**src/rtl/xy_fsm_pkg.sv**
```systemverilog
// Shared types and width helpers for the x/y grant controller.
package xy_fsm_pkg;

    typedef enum logic [2:0] {
        IDLE   = 3'd0,
        PULSE  = 3'd1,
        SEARCH = 3'd2,
        WINDOW = 3'd3,
        PASS   = 3'd4,
        FAIL   = 3'd5
    } xy_state_t;

    // Bits needed to hold values 0..n (never less than one bit).
    function automatic int unsigned cnt_width(input int unsigned n);
        return (n < 1) ? 1 : $clog2(n + 1);
    endfunction

endpackage

```
**src/rtl/x_pattern_matcher.sv**
```systemverilog
// Overlapping serial pattern detector on x; match is judged on the incoming bit.
module x_pattern_matcher
    import xy_fsm_pkg::*;
#(
    parameter int unsigned          PAT_LEN = 3,
    parameter logic [PAT_LEN-1:0]   PATTERN = 3'b101
) (
    input  logic clk,
    input  logic reset,
    input  logic clear,
    input  logic en,
    input  logic x,
    output logic match
);

    localparam int unsigned FW = cnt_width(PAT_LEN);

    logic [PAT_LEN-1:0] hist_q, hist_d;
    logic [FW-1:0]      fill_q, fill_d;

    // Shift in the new sample, saturate the fill count, compare post-shift.
    always_comb begin
        hist_d = hist_q;
        fill_d = fill_q;
        match  = 1'b0;
        if (clear) begin
            hist_d = '0;
            fill_d = '0;
        end else if (en) begin
            hist_d = PAT_LEN'({hist_q, x});
            fill_d = (fill_q == FW'(PAT_LEN)) ? fill_q : fill_q + FW'(1);
            match  = (fill_d == FW'(PAT_LEN)) && (hist_d == PATTERN);
        end
    end

    always_ff @(posedge clk or posedge reset) begin
        if (reset) begin
            hist_q <= '0;
            fill_q <= '0;
        end else begin
            hist_q <= hist_d;
            fill_q <= fill_d;
        end
    end

endmodule

```
**src/rtl/x_y_grant_fsm.sv**
```systemverilog
// Motor-enable controller: f pulse, x pattern search, y-confirmed g grant window.
module x_y_grant_fsm
    import xy_fsm_pkg::*;
#(
    parameter int unsigned          PAT_LEN  = 3,
    parameter logic [PAT_LEN-1:0]   PATTERN  = 3'b101,
    parameter int unsigned          Y_WINDOW = 2,
    parameter int unsigned          F_CYCLES = 1
) (
    input  logic clk,
    input  logic reset,
    input  logic x,
    input  logic y,
    input  logic rearm,
    output logic f,
    output logic g,
    output logic done,
    output logic pass
);

    localparam int unsigned PW = cnt_width(F_CYCLES);
    localparam int unsigned WW = cnt_width(Y_WINDOW);

    xy_state_t state_q, state_d;
    logic [PW-1:0] pcnt_q, pcnt_d;
    logic [WW-1:0] wcnt_q, wcnt_d;
    logic f_q, f_d, g_q, g_d, done_q, done_d, pass_q, pass_d;
    logic m_clear, m_en, m_match;

    x_pattern_matcher #(
        .PAT_LEN (PAT_LEN),
        .PATTERN (PATTERN)
    ) u_matcher (
        .clk   (clk),
        .reset (reset),
        .clear (m_clear),
        .en    (m_en),
        .x     (x),
        .match (m_match)
    );

    // Next-state, counter and matcher control; outputs follow next state so
    // the registered outputs always decode the registered state.
    always_comb begin
        state_d = state_q;
        pcnt_d  = pcnt_q;
        wcnt_d  = wcnt_q;
        m_clear = 1'b0;
        m_en    = 1'b0;
        case (state_q)
            IDLE: begin
                state_d = PULSE;
                pcnt_d  = '0;
            end
            PULSE: begin
                if (pcnt_q == PW'(F_CYCLES - 1)) begin
                    state_d = SEARCH;
                    pcnt_d  = '0;
                    m_clear = 1'b1;
                end else begin
                    pcnt_d = pcnt_q + PW'(1);
                end
            end
            SEARCH: begin
                m_en = 1'b1;
                if (m_match) begin
                    state_d = WINDOW;
                    wcnt_d  = '0;
                end
            end
            WINDOW: begin
                if (y) begin
                    state_d = PASS;
                    wcnt_d  = '0;
                end else if (wcnt_q == WW'(Y_WINDOW - 1)) begin
                    state_d = FAIL;
                    wcnt_d  = '0;
                end else begin
                    wcnt_d = wcnt_q + WW'(1);
                end
            end
            PASS, FAIL: begin
                if (rearm) begin
                    state_d = SEARCH;
                    m_clear = 1'b1;
                end
            end
            default: begin
                state_d = IDLE;
                pcnt_d  = '0;
                wcnt_d  = '0;
            end
        endcase

        f_d    = (state_d == PULSE);
        g_d    = (state_d == WINDOW) || (state_d == PASS);
        done_d = (state_d == PASS) || (state_d == FAIL);
        pass_d = (state_d == PASS);
    end

    always_ff @(posedge clk or posedge reset) begin
        if (reset) begin
            state_q <= IDLE;
            pcnt_q  <= '0;
            wcnt_q  <= '0;
            f_q     <= 1'b0;
            g_q     <= 1'b0;
            done_q  <= 1'b0;
            pass_q  <= 1'b0;
        end else begin
            state_q <= state_d;
            pcnt_q  <= pcnt_d;
            wcnt_q  <= wcnt_d;
            f_q     <= f_d;
            g_q     <= g_d;
            done_q  <= done_d;
            pass_q  <= pass_d;
        end
    end

    assign f    = f_q;
    assign g    = g_q;
    assign done = done_q;
    assign pass = pass_q;

endmodule

```
**config.mk**
```make
export PLATFORM = sky130hd
export DESIGN_NAME = x_y_grant_fsm
export DESIGN_NICKNAME = d
export VERILOG_FILES = /design/src/rtl/xy_fsm_pkg.sv /design/src/rtl/x_pattern_matcher.sv /design/src/rtl/x_y_grant_fsm.sv
export SDC_FILE = /design/constraint.sdc
export NUM_CORES = 1
export LEC_CHECK = 0
export ABC_AREA = 1
export ABC_CLOCK_PERIOD_IN_PS = 1400
export BUFFER_PORTS_ARGS = -buffer_cell sky130_fd_sc_hd__buf_2
export CORE_AREA = 2 2 39 41
export CTS_CLUSTER_DIAMETER = 60
export DETAILED_ROUTE_END_ITERATION = 8
export DIE_AREA = 0 0 41 43
export PLACE_DENSITY_LB_ADDON = 0.25
export SYNTH_ARGS = -nofsm -noshare
export SYNTH_HDL_FRONTEND = slang
export SYNTH_SLANG_ARGS = --single-unit
```
**constraint.sdc**
```tcl
create_clock -name clk -period 1.4 [get_ports clk]
set_clock_uncertainty 0.1 [all_clocks]
set_input_delay 0.14 -clock clk [delete_from_list [all_inputs] [get_ports clk]]
set_output_delay 0.14 -clock clk [all_outputs]
set_load 0.02 [all_outputs]
```
==> results by group, run 1 <==
Floorplanning
  • Number of rows in the core area: 14
  • Width of the die: 41 µm
  • Die Y: 43 µm
  • Core Box Area: between 0.001 and 0.0015 mm²
  • Die ar.: 0.00176 mm²
  • Io pins: 9
  • Initial core utilization: between 40% and 50%

STA
  • Total Negative Setup Slacks: 0 ns
  • F_max: 798 MHz
  • Share of the cycle needed by the critical path after routing: 89.5%
  • Count of pins over their slew limit: 0
  • Tightest Pin Transition: 0.497 ns
  • Final number of hold-violating endpoints: 0
  • Post-layout worst setup margin: 0.147 ns
  • Headroom to the max-slew limit: ~67%
  • Setup repair after global routing missed its margin: no
  • Endpoints failing setup: 0
  • Minimum clock period: approximately 1.3 ns

GRT
  • Aggregate global routing overflow: 0
  • Pin count of the biggest net entering global routing: 14
  • Initial antenna violation count: 0
  • Tot GR Track Use: between 15 and 20%
  • Wire length of the first global-routing pass: 1860 µm
  • Vias in the first global route: 462

Yosys
  • Count of yosys warnings during synthesis: 0
  • Synthesized area divided by synthesized cell count: 8.23 µm²
  • Number of cells produced by synthesis: between 70 and 80
  • Combined area of all synthesized cells: 609 µm²
  • Sequential-to-total area share from yosys stat: 53.4%
  • Count of unique library cells instantiated by Yosys: 14
  • Number of nets in the synthesized netlist: 79
  • FF+latch count, synth: 13

Final layout
  • Final standard cell utilization of the core: roughly 52%
  • Area growth from synthesis to layout: 17.5%
  • Filler cells: 134
  • Share of post-route cells with drive strength above 1: between 20% and 30%
  • Number of nets in the layout: 94
  • Diodes inserted: 0

Setup path
  • Critical Path Source Type: register
  • Delay contributed by the slowest stage of the critical path: 0.47 ns
  • Category of the worst setup path capture point: register
  • Data required, critical path: about 1.5 ns
  • Critical path peak fanout: 7
  • Type of the setup path with the least slack: reg -> reg
  • Critical Path Slowest Stage Cell: sky130_fd_sc_hd__dfrtp_1
  • CP arrival: 1.36 ns
  • Flop2flop setup slack: roughly 0.15 ns
  • Cell Chain, Critical Path: inv_2, nand3_2, o21ai_1, nand2_1, o21ai_0

Placed design
  • Routability Congestion: 0.794
  • Number of port buffers: 8
  • Setup slack after placement: 0.0900 ns
  • Placed wire-length estimate after detailed placement: 824 µm

Clock tree
  • Setup Fix Bufs, Post-CTS: 0
  • TritonCTS clock tree: done
  • CTS clk-pin slew, worst paths: approximately 0.08 ns
  • TritonCTS buffer count: 3
  • Clock latency of the later-clocked register in the worst-skew pair: approximately 0.28 ns
  • Cell at the root of the clock tree: sky130_fd_sc_hd__clkbuf_4
  • Longest Clk Path Bufs: 2
  • Total clock sinks: 13
  • Maximum level of the CTS H-tree: 1

Detailed routing
  • Count of unresolved DRC violations after routing: 0
  • First-pass iteration count of the detailed router: 4
  • Wire length per cell: 10.8 µm
  • Ratio of routed vias to standard cells: 4.79
  • Starting DRT DRC Count: 7
  • Total number of vias: 498
  • Total wire length: ~1100 µm
  • Number of antenna-violating nets in the routed design: 0

Run status
  • Result of the run: completed

Pwr
  • Leakage: 0.000393 µW
  • Largest voltage drop on the vdd net: about 0.00091 V
  • Power density of the placed cells: 2170 mW/mm²

Hold path
  • Hold Path Class: in -> reg

Run
  • Maximum Capacitance Violations: 0
## flip-flops by register name, indices dropped and copies added, names as in the netlist
signal,cells
done,1
f,1
g,1
pass,1
state_q,3
u_matcher.fill_q,2
u_matcher.hist_q,2
wcnt_q,2
## per-layer routing
layer  global-route usage [%]  share of wire (%)
met3                     3.14                3.0
met5                        0                  0
met1                     20.3                 49
met2                     23.4                 45
met4                     14.0                2.6
## synthesized netlist by cell type
master,instances,share of area [%]
sky130_fd_sc_hd__o21ai_0,6,4.9
sky130_fd_sc_hd__nor3_1,2,1.6
sky130_fd_sc_hd__nor2_1,8,4.9
sky130_fd_sc_hd__nand4_1,1,1.0
sky130_fd_sc_hd__o21a_1,1,1.2
sky130_fd_sc_hd__nand3_2,3,4.9
sky130_fd_sc_hd__nand2_1,18,11
sky130_fd_sc_hd__inv_1,11,6.8
sky130_fd_sc_hd__o22ai_1,1,1.0
sky130_fd_sc_hd__nand2_2,4,4.1
sky130_fd_sc_hd__nand3_1,4,3.3
sky130_fd_sc_hd__inv_2,1,0.62
sky130_fd_sc_hd__nor2_2,1,1.0
sky130_fd_sc_hd__dfrtp_1,13,53
## path summary, 6_finish.rpt
| check | start | end | cells past startpoint |
|---|---|---|---|
| worst max-delay path | state_q[2] | wcnt_q[0] | 5 |
| worst min-delay path | y | state_q[1] | 4 |
| worst max register to register | state_q[2] | wcnt_q[0] | 5 |
| worst min register to register | wcnt_q[0] | wcnt_q[0] | 1 |
| max in group asynchronous | reset | state_q[2] | 3 |
| min in group asynchronous | reset | u_matcher.fill_q[1] | 3 |
## layout make-up
| type | count | area [µm²] | area share (%) |
|---|---|---|---|
| well taps | 16 | 20.0 | 2.80 |
| repair buffers | 10 | 60.1 | 8.39 |
| clock buffers | 4 | 26.3 | 3.67 |
| flip-flops and latches | 13 | 325 | 45.5 |
| inverters | 12 | 45.0 | 6.29 |
| multi-input cells | 49 | 239 | 33.4 |
## cells in the final DEF (no fill, tap or decap)
cell type	n
sky130_fd_sc_hd__nand2_1	18
sky130_fd_sc_hd__dfrtp_1	13
sky130_fd_sc_hd__inv_1	11
sky130_fd_sc_hd__nor2_1	8
sky130_fd_sc_hd__buf_2	8
sky130_fd_sc_hd__o21ai_0	5
sky130_fd_sc_hd__nand2_2	4
sky130_fd_sc_hd__nand3_1	4
sky130_fd_sc_hd__nand3_2	3
sky130_fd_sc_hd__clkbuf_4	3
sky130_fd_sc_hd__nor3_1	2
sky130_fd_sc_hd__dlygate4sd3_1	2
sky130_fd_sc_hd__inv_2	1
sky130_fd_sc_hd__o21a_1	1
sky130_fd_sc_hd__nor2_2	1
sky130_fd_sc_hd__o21ai_1	1
sky130_fd_sc_hd__nand4_1	1
sky130_fd_sc_hd__o22ai_1	1
sky130_fd_sc_hd__clkbuf_1	1
## where the power goes
part / switching (µW) / leakage [µW] / internal, µW
clock network: 134 / 0.0000150 / 111
registers: 118 / 0.000169 / 531
logic: 430 / 0.000209 / 229
## stage by stage
| stage | hold WS [ns] | cell area, µm² | std cells | total power (µW) |
|---|---|---|---|---|
| after floorplan | -0.0830 | 609 | 74 | 1150 |
| after global placement | 0.0918 | 669 | 98 | 1300 |
| after detailed placement | 0.0894 | 669 | 98 | 1320 |
| after CTS | 0.0849 | 716 | 104 | 1560 |
| after global routing | 0.101 | 716 | 104 | 1690 |
| final | 0.0835 | 716 | 104 | 1550 |
## worst max-delay path, delay by kind of cell (launching register included)
| family | cells | cell delay (ns) |
|---|---|---|
| AOI/OAI and AO/OA | 2 | 0.30 |
| buffers and inverters | 1 | 0.12 |
| and+or+nand+nor | 2 | 0.18 |
| DFF | 1 | 0.47 |
## kinds of logic (layout without fill, tap and decap cells)
| family | after synthesis | after routing | synth area share, % |
|---|---|---|---|
| and+or+nand+nor | 41 | 41 | 32.0 |
| DFF | 13 | 13 | 53.4 |
| buffers and inverters | 12 | 26 | 7.39 |
| AOI/OAI and AO/OA | 8 | 8 | 7.19 |
## what timing repair did
item | in CTS | in global routing
endpoints found under the setup margin | 0 | 2
hold endpoints to repair | 14 | 0
gates resized for setup | 0 | 1
hold buffers | 2 | 0
Power figures use the tool's default switching activity.
==> run 2, diff against run 1 <==
Settings changed: RECOVER_POWER set to 50.
==> results by group, run 2 (synthesis results as in run 1) <==
Run status
  • Result of the run: completed

STA
  • Setup repair after global routing missed its margin: no
  • Total Negative Setup Slacks: 0 ns
  • Count of pins over their slew limit: 0
  • Endpoints failing setup: 0
  • Share of the cycle needed by the critical path after routing: 89.5%
  • Headroom to the max-slew limit: roughly 67%
  • Minimum clock period: 1.25 ns
  • Tightest Pin Transition: 0.497 ns
  • Final number of hold-violating endpoints: 0
  • Post-layout worst setup margin: around 0.15 ns
  • F_max: 798 MHz

Setup path
  • Type of the setup path with the least slack: reg -> reg
  • CP arrival: 1.36 ns
  • Critical Path Slowest Stage Cell: sky130_fd_sc_hd__dfrtp_1
  • Flop2flop setup slack: 0.15 ns
  • Cell Chain, Critical Path: inv_2, nand3_2, o21ai_1, nand2_1, o21ai_0
  • Data required, critical path: 1.51 ns
  • Category of the worst setup path capture point: register
  • Worst flop-to-flop path startpoint: state_q[2]
  • Reg-to-reg critical path endpoint: wcnt_q[0]
  • R2R depth: 5
  • Critical path peak fanout: 7
  • Critical Path Source Type: register
  • Delay contributed by the slowest stage of the critical path: 0.47 ns

Final layout
  • Largest reg by FF count: state_q
  • Most frequent cells in the layout: 18 x sky130_fd_sc_hd__nand2_1, 13 x sky130_fd_sc_hd__dfrtp_1, 11 x sky130_fd_sc_hd__inv_1
  • Number of nets in the layout: 94
  • Most common cell after layout, fill and taps aside: sky130_fd_sc_hd__nand2_1
  • Share of post-route cells with drive strength above 1: 21.6%
  • Flip-flop count of the largest register after layout: 3
  • Area growth from synthesis to layout: 17.2%
  • Diodes inserted: 0

Hold path
  • Worst min-delay path startpoint: y
  • Worst Hold End: state_q[1]
  • Hold Path Class: in -> reg
  • Count of cells along the worst hold path: 4

Clock tree
  • Setup Fix Bufs, Post-CTS: 0
  • TritonCTS buffer count: 3
  • TritonCTS clock tree: done
  • Cell at the root of the clock tree: sky130_fd_sc_hd__clkbuf_4
  • Longest Clk Path Bufs: 2
  • Clock latency of the later-clocked register in the worst-skew pair: 0.28 ns
  • CTS clk-pin slew, worst paths: 0.08 ns
  • Maximum level of the CTS H-tree: 1
  • Total clock sinks: 13

Detailed routing
  • Count of unresolved DRC violations after routing: 0
  • Number of antenna-violating nets in the routed design: 0
  • Total number of vias: 498
  • Starting DRT DRC Count: 7
  • Total wire length: 1120 µm
  • First-pass iteration count of the detailed router: 4
  • Ratio of routed vias to standard cells: ~4.8
  • Wire length per cell: 10.8 µm

Floorplanning
  • Io pins: 9
  • Core Box Area: 0.00138 mm²
  • Number of rows in the core area: 14
  • Initial core utilization: between 40 and 50%
  • Die Y: 43 µm
  • Die ar.: about 0.0018 mm²
  • Width of the die: 41 µm

Run
  • Maximum Capacitance Violations: 0

Pwr
  • Leakage: 0.000389 µW
  • Switching share of total power: 44.0%
  • Sw power: 683 µW
  • Largest voltage drop on the vdd net: 0.000908 V
  • Proportion of power drawn by combinational gates: 42.3%
  • Internal power component: 869 µW
  • Sequential share of power: 41.9%
  • Clock group share of total power: between 15 and 20%
  • Power density of the placed cells: roughly 2200 mW/mm²

GRT
  • Wire length of the first global-routing pass: 1860 µm
  • Tot GR Track Use: between 10% and 20%
  • Pin count of the biggest net entering global routing: 14
  • Vias in the first global route: 462
  • Initial antenna violation count: 0
  • Aggregate global routing overflow: 0

Placed design
  • Setup slack after placement: 0.0900 ns
  • Number of port buffers: 8
  • Routability Congestion: ~0.79
  • Placed wire-length estimate after detailed placement: 824 µm
## run 2: cell count changes in the layout (fill, tap and decap cells not counted), sizes merged
cell / delta
buf: -1
clkbuf: +1
## run 2: cell type report
cell class | instances | area (µm²)
inverters | 12 | 45.0
well taps | 16 | 20.0
multi-input cells | 49 | 239
repair buffers | 10 | 58.8
clock buffers | 4 | 26.3
flip-flops and latches | 13 | 325
fillers | 134 | 669
## run 2: metal layers
metal	vias up	wire (µm)	track usage, %
met5	-	0	0
li1	264	-	-
met2	8	504	23.4
met1	222	553	20.3
met3	4	35	3.14
met4	0	29	14.0
## run 2: how the worst max path moves through the flow
stage                     from        end  slack (ns)  depth (start not counted)
floorplan           state_q[2]  wcnt_q[0]        0.27                          5
global placement    state_q[2]  wcnt_q[0]        0.12                          5
detailed placement  state_q[2]  wcnt_q[0]        0.09                          5
CTS                 state_q[2]  wcnt_q[0]        0.08                          5
global route        state_q[2]          g        0.05                          6
finish              state_q[2]  wcnt_q[0]        0.15                          5
## run 2: metrics by stage
stage / utilization (%) / total power (µW) / hold slack, ns / instance area (µm²) / instances
final: 51.6 / 1550 / 0.0835 / 714 / 104
after global routing: 51.6 / 1680 / 0.101 / 714 / 104
after CTS: 51.7 / 1560 / 0.0849 / 716 / 104
after detailed placement: 48.4 / 1320 / 0.0894 / 669 / 98
after global placement: 48.4 / 1300 / 0.0918 / 669 / 98
after floorplan: - / 1150 / -0.0830 / 609 / 74
## run 2: critical path, delay by kind of cell, from the launching register on
kind,cells,cell delay (ns)
simple gates,2,0.18
flops,1,0.47
buf+inv,1,0.12
compound gates,2,0.30
## run 2: what timing repair did
action / CTS / global route
endpoints found under the hold margin: 14 / 0
endpoints found under the setup margin: 0 / 2
hold buffers: 2 / 0
gates resized for setup: 0 / 1
## run 2: power by group through the flow
| stage | Combinational [µW] | Clock (µW) | Sequential (µW) |
|---|---|---|---|
| global route | 750 | 257 | 675 |
| global placement | 653 | 0 | 647 |
| floorplan | 457 | 0 | 691 |
| CTS | 664 | 247 | 648 |
| finish | 657 | 245 | 650 |
| detailed placement | 659 | 0 | 657 |
